## config.mk

```make
export PLATFORM = sky130hd
export DESIGN_NAME = alu_sequencer
export DESIGN_NICKNAME = d
export VERILOG_FILES = /design/src/rtl/alu_pkg.sv /design/src/rtl/seq_program_store.sv /design/src/rtl/alu_sequencer.sv
export SDC_FILE = /design/constraint.sdc
export NUM_CORES = 1
export LEC_CHECK = 0
export CORE_ASPECT_RATIO = 0.7
export CORE_UTILIZATION = 41
export DETAILED_ROUTE_END_ITERATION = 10
export PLACE_DENSITY = 0.68
export SKIP_LAST_GASP = 1
export SLEW_MARGIN = 20
export SYNTH_ARGS = -nofsm -noshare
export SYNTH_HDL_FRONTEND = slang
export SYNTH_SLANG_ARGS = --single-unit
```

## constraint.sdc

```tcl
create_clock -name CLK -period 3.74 [get_ports CLK]
set_clock_uncertainty 0.2 [all_clocks]
set_input_delay 0.748 -clock CLK [delete_from_list [all_inputs] [get_ports CLK]]
set_output_delay 0.748 -clock CLK [all_outputs]
set_load 0.02 [all_outputs]
```

## src/rtl/alu_pkg.sv

```systemverilog
// rtl/alu_pkg.sv - shared types and constants for the ALU step sequencer
//
// Holds the ALU select codes, the sequencer state encoding, the step word
// layout and the step-count saturation helper.

package alu_pkg;

  localparam int STEP_W = 7;  // step word: {sel[2:0], a[3:0]}
  localparam int ACC_W  = 8;

  typedef enum logic [2:0] {
    SEL_NONE      = 3'b000,
    SEL_HOLD      = 3'b001,
    SEL_CAT_NOTB  = 3'b010,
    SEL_MATCH     = 3'b011,
    SEL_ORRED     = 3'b100,
    SEL_NAND_XNOR = 3'b101,
    SEL_ADD       = 3'b110,
    SEL_RIPPLE    = 3'b111
  } alu_sel_e;

  typedef enum logic [1:0] {
    ST_IDLE  = 2'b00,
    ST_FETCH = 2'b01,
    ST_EXEC  = 2'b10,
    ST_DONE  = 2'b11
  } seq_state_e;

  // Field positions of a stored step: sel in [6:4], A operand in [3:0].
  typedef struct packed {
    logic [2:0] sel;
    logic [3:0] a;
  } step_t;

  // The program holds eight steps; any request above that runs all eight.
  function automatic logic [3:0] effective_count(input logic [3:0] raw);
    return (raw > 4'd8) ? 4'd8 : raw;
  endfunction

endpackage

```

## src/rtl/seq_program_store.sv

```systemverilog
// rtl/seq_program_store.sv - step program register file, sync write, registered read
//
// Ports:
//   CLK    in   clock
//   we     in   write strobe
//   waddr  in   write slot
//   wdata  in   step word to store
//   re     in   read enable, loads rdata at the rising edge
//   raddr  in   read slot
//   rdata  out  registered step word
//
// No reset: program contents survive reset and persist between runs.

module seq_program_store
  import alu_pkg::*;
#(
  parameter int DEPTH = 8,
  parameter int AW    = 3
) (
  input  logic              CLK,
  input  logic              we,
  input  logic [AW-1:0]     waddr,
  input  logic [STEP_W-1:0] wdata,
  input  logic              re,
  input  logic [AW-1:0]     raddr,
  output logic [STEP_W-1:0] rdata
);

  logic [STEP_W-1:0] mem [DEPTH];

  always_ff @(posedge CLK) begin
    if (we) begin
      mem[waddr] <= wdata;
    end
    if (re) begin
      rdata <= mem[raddr];
    end
  end

endmodule

```

## src/rtl/alu_sequencer.sv

```systemverilog
// rtl/alu_sequencer.sv - runs a stored program of ALU steps into an owned accumulator
//
// Ports:
//   CLK         in   system clock, rising edge
//   reset       in   asynchronous active-low reset
//   prog_we     in   program write strobe (IDLE only)
//   prog_addr   in   program slot to write
//   prog_data   in   step word {sel, a}
//   step_count  in   steps to run, sampled with start, saturates at 8
//   start       in   run request (IDLE only)
//   clear       in   accumulator clear (IDLE only)
//   alu_sel     out  ALU select code, SEL_NONE outside EXEC
//   alu_a       out  ALU A operand, 0 outside EXEC
//   alu_b       out  acc[3:0]
//   alu_hold    out  acc
//   alu_result  in   ALU combinational result, captured at the end of EXEC
//   acc         out  accumulator
//   busy        out  high in FETCH and EXEC
//   done        out  one-cycle pulse in DONE

module alu_sequencer
  import alu_pkg::*;
#(
  parameter int STEPS = 8
) (
  input  logic             CLK,
  input  logic             reset,
  input  logic             prog_we,
  input  logic [2:0]       prog_addr,
  input  logic [STEP_W-1:0] prog_data,
  input  logic [3:0]       step_count,
  input  logic             start,
  input  logic             clear,
  output logic [2:0]       alu_sel,
  output logic [3:0]       alu_a,
  output logic [3:0]       alu_b,
  output logic [ACC_W-1:0] alu_hold,
  input  logic [ACC_W-1:0] alu_result,
  output logic [ACC_W-1:0] acc,
  output logic             busy,
  output logic             done
);

  seq_state_e        state_q, state_d;
  logic [2:0]        pc_q, pc_d;
  logic [3:0]        count_q, count_d;
  logic [ACC_W-1:0]  acc_q, acc_d;
  logic [3:0]        start_count;
  logic              last_step;
  logic              mem_we;
  logic              mem_re;
  logic [STEP_W-1:0] step_word;
  step_t             step;

  assign start_count = effective_count(step_count);
  // EXEC is only reached with count_q >= 1, so the subtraction never wraps there.
  assign last_step   = ({1'b0, pc_q} == (count_q - 4'd1));
  assign mem_we      = (state_q == ST_IDLE) && prog_we;
  assign mem_re      = (state_q == ST_FETCH);
  assign step        = step_t'(step_word);

  seq_program_store #(
    .DEPTH (STEPS),
    .AW    (3)
  ) u_store (
    .CLK   (CLK),
    .we    (mem_we),
    .waddr (prog_addr),
    .wdata (prog_data),
    .re    (mem_re),
    .raddr (pc_q),
    .rdata (step_word)
  );

  always_ff @(posedge CLK or negedge reset) begin
    if (!reset) begin
      state_q <= ST_IDLE;
      pc_q    <= 3'd0;
      count_q <= 4'd0;
      acc_q   <= '0;
    end else begin
      state_q <= state_d;
      pc_q    <= pc_d;
      count_q <= count_d;
      acc_q   <= acc_d;
    end
  end

  always_comb begin
    state_d = state_q;
    pc_d    = pc_q;
    count_d = count_q;
    acc_d   = acc_q;
    case (state_q)
      ST_IDLE: begin
        // clear and start may coincide; the cleared acc is what step 0 sees.
        if (clear) begin
          acc_d = '0;
        end
        if (start) begin
          count_d = start_count;
          pc_d    = 3'd0;
          state_d = (start_count != 4'd0) ? ST_FETCH : ST_DONE;
        end
      end
      ST_FETCH: begin
        state_d = ST_EXEC;
      end
      ST_EXEC: begin
        acc_d = alu_result;
        if (last_step) begin
          state_d = ST_DONE;
        end else begin
          pc_d    = pc_q + 3'd1;
          state_d = ST_FETCH;
        end
      end
      ST_DONE: begin
        state_d = ST_IDLE;
      end
      default: begin
        state_d = ST_IDLE;
      end
    endcase
  end

  // Operand outputs are gated by state, so the unreset step word never leaks out.
  always_comb begin
    alu_sel = SEL_NONE;
    alu_a   = 4'd0;
    if (state_q == ST_EXEC) begin
      alu_sel = step.sel;
      alu_a   = step.a;
    end
  end

  assign busy     = (state_q == ST_FETCH) || (state_q == ST_EXEC);
  assign done     = (state_q == ST_DONE);
  assign acc      = acc_q;
  assign alu_b    = acc_q[3:0];
  assign alu_hold = acc_q;

endmodule

```

==> flow_results.org <==
** Status
- The flow ran to the end, and the final reports show no timing, DRC or antenna violations.

** Global route
- Pin count of the biggest net entering global routing :: 18
- The number of global-route vias before repair was 1846.
- The first global-routing pass estimated 9650 µm of wire.
- Initial antenna violation count :: 0
- Global Route Usage Sum :: 15.4%
- After global routing the overflow that remains totals 0.

** Critical path
- Required time of the critical path :: 2790 ps
- Critical path launch point type :: flip-flop
- At the worst endpoint, the arrival time is 2060 ps.
- The startpoint identified for the worst register-to-register timing path is state_q[1].
- STA classifies the critical path endpoint as a primary output.
- Critical path startpoint :: state_q[0]
- By startpoint and endpoint, the worst setup path is classified as reg -> out.
- CP Max Fanout :: 14

** Floorplan
- The die covers 8640 µm².
- Die X :: 111 µm
- FP Rows :: 27
- Die Ht :: 78.1 µm
- Core area :: 7940 µm²
- 56 I/O pins were placed.
- Once the floorplan was initialized, standard cells occupied 42.7% of the core.

** Yosys
- Total standard cell area after synthesis :: 3390 µm²
- Yosys printed 0 warnings.
- Area share of the leading cell type in the synthesized netlist :: 55.8%
- Synthesis produced a netlist with a net count of 232.
- In the synthesized netlist, the number of instances is 199.
- Fraction of registers with async set or reset after synthesis :: 21.3%
- Library cell occupying the most area in the post-synthesis netlist :: sky130_fd_sc_hd__edfxtp_1
- After synthesis, the netlist uses 32 different library cells.
- After synthesis, the cell types taking the most area are sky130_fd_sc_hd__edfxtp_1, sky130_fd_sc_hd__dfrtp_1, sky130_fd_sc_hd__mux4_2.
- Dominant combinational cell family by area after synthesis :: multiplexers
- Summing the areas of all fa, ha and maj instances in the mapped netlist gives 2.21% of the synthesized area.
- Of the total synthesized cell area, the portion taken by XOR and XNOR cells is 1.44%.
- Complex-gate fraction of the synthesized area :: 4.10%
- Averaged over all synthesized cells, the footprint is 17.0 µm².
- Number of synthesized flops with an enable pin :: 63
- Mux cell area share after synthesis :: 13.0%
- For this run, the leading register cell type out of synthesis is sky130_fd_sc_hd__edfxtp_1.
- Simple-gate area share of the yosys netlist :: 6.09%
- In this run, synthesis produced a sequential element count of 80.
- Sequential share of the synthesized area :: 68.4%

** CTS
- Once the clock tree was built, the setup fixing pass inserted 0 buffers.
- Clock-pin slew reported for the worst setup and hold paths after clock tree synthesis :: 60 ps
- TritonCTS built the clock tree.
- Number of sinks handled by clock tree synthesis :: 80
- The clock passes through at most 2 buffers.
- The cell sitting at the root of the clock tree is a sky130_fd_sc_hd__clkbuf_16.
- TritonCTS created 9 clock buffers.
- Insertion delay of the later-clocked pin in the worst-skew pair :: 340 ps
- H-Tree Depth :: 3
- Number of buffers added to fix hold violations after cts :: 0
- Post_cts resized :: 0

** Drt
- The detailed router put a total of 2800 µm of wire on met1.
- Pre-Repair DR Iteration Count :: 4
- Summed over all nets, wire length on met2 after detailed routing comes to 3010 µm.
- Total routed wirelength :: 6270 µm
- Wirelength per Cell :: 17.6 µm
- Summing over every cut layer, the via total after detailed routing is 1843.
- In the routed layout, each cell is associated on average with a via count of 5.18.
- For this run, design rule violations remaining after detail routing come to 0.
- Top sig layer :: met4
- Number of design-rule violations left by the first detailed-router iteration :: 57
- In this run the remaining antenna-violating nets after routing total 0.
- Total length of routed met3 wires :: 394 µm

** Timing
- Counting I/O delays and the setup requirement, the final critical path takes 3010 ps.
- Max_slew headroom :: 46.9%
- Setup repair after global routing left no endpoint under its margin.
- At the pin with the least slew margin, the transition time is 791 ps.
- Count of final max-slew check failures :: 0
- Setup violations remaining at the end of the flow were counted as 0.
- Timing would allow up to 332 MHz.
- Count of endpoints failing hold in the final timing report :: 0
- For the final routed database, the setup TNS stands at 0 ps.
- Final period utilization :: 80.5%

** Cells and area
- In the layout the commonest cells are sky130_fd_sc_hd__edfxtp_1, sky130_fd_sc_hd__clkdlybuf4s50_1, sky130_fd_sc_hd__dfrtp_1.
- The area growth from synthesis to layout is 25.7%.
- The finished cells cover 4260 µm².
- The number of antenna diodes in the final layout is 0.
- Ratio of cells with drive above 1 in the final layout :: 18.0%
- Most common cell after layout, fill and taps aside :: sky130_fd_sc_hd__edfxtp_1
- Number of nets in the layout :: 283

** Power
- P_leak :: 1.55 nW
- For this design the ratio of total power to cell area is 448 nW/µm².
- VDD sags by at most 0.000239 V.

** Hold path
- HP Start :: count_q[1]
- The path class of the tightest hold or removal check is reg -> reg.

** Placement
- Cell Area, Placed :: 3960 µm²
- Port buffering added 55 buffers.
- Routability congestion estimate from global placement :: 0.772
- Summed over all nets, the half-perimeter wirelength after detailed placement is 4440 µm.

** Run
- Max-capacitance violation count :: 0
-- per-stage QoR --
stage | power [mW] | setup WS, ps | util, % | hold slack [ps] | cells
2_1_floorplan | 1.02 | 1570 | - | 252 | 199
3_3_place_gp | 1.07 | 980 | 49.9 | 299 | 340
3_5_place_dp | 1.07 | 897 | 49.9 | 321 | 340
4_1_cts | 1.93 | 684 | 53.7 | 333 | 356
5_1_grt | 1.96 | 601 | 53.7 | 354 | 356
6_report | 1.91 | 728 | 53.7 | 332 | 356
-- flip-flops by register name (all words and copies together), names as in the netlist --
signal	flops
acc	8
state_q	2
pc_q	3
count_q	4
u_store.rdata	7
u_store.mem	56
-- layout make-up --
type / count / area, µm²
well taps: 101 / 126
clock inverters: 7 / 71.3
fillers: 636 / 3680
repair buffers: 60 / 588
multi-input cells: 93 / 910
clock buffers: 9 / 225
flip-flops and latches: 80 / 2320
inverters: 6 / 22.5
-- worst paths after layout --
check                               endpoint  slack [ps]  cells past startpoint
min                               count_q[1]         330                      2
min reg2reg                       count_q[1]         330                      2
max                               alu_sel[1]         730                      4
min in group asynchronous             acc[4]         670                      1
max in group asynchronous             acc[7]        2170                      1
max reg2reg                u_store.mem[3][0]        1250                      5
-- cells in the mapped netlist (all sizes together) (2+ instances only) --
library cell,number
ha,6
dfrtp,17
mux2,9
inv,6
o21ai,7
nand2b,5
xor2,3
mux4,14
edfxtp,63
nor3,5
nand2,8
and2,8
clkbuf,4
nor2,8
a22o,8
buf,16
mux2i,2
-- worst max-delay path, stage by stage, from the launching register on --
cell	delay (ps)
sky130_fd_sc_hd__dfrtp_1	410
sky130_fd_sc_hd__inv_1	100
sky130_fd_sc_hd__ha_1	430
sky130_fd_sc_hd__and2_1	190
sky130_fd_sc_hd__clkdlybuf4s50_1	590
-- power by group --
part           internal [mW]  switching (mW)  total (mW)
logic                 0.0477          0.0388      0.0865
registers              0.964         0.00391       0.968
clock network          0.516           0.339       0.854
-- routing by layer --
layer  vias to the layer above  track usage [%]
met3                         4             5.33
met2                        57             23.7
li1                        846                -
met5                         -                0
met1                       936             20.1
met4                         0             6.53
-- cells by family after synthesis --
| logic type | Yosys count |
|---|---|
| adders and majority gates | 6 |
| muxes | 25 |
| and+or+nand+nor | 39 |
| AOI/OAI and AO/OA | 19 |
| xor gates and xnor gates | 4 |
| buffers and inverters | 26 |
| DFF | 80 |
Note: power is estimated with default switching activity, not from simulation.
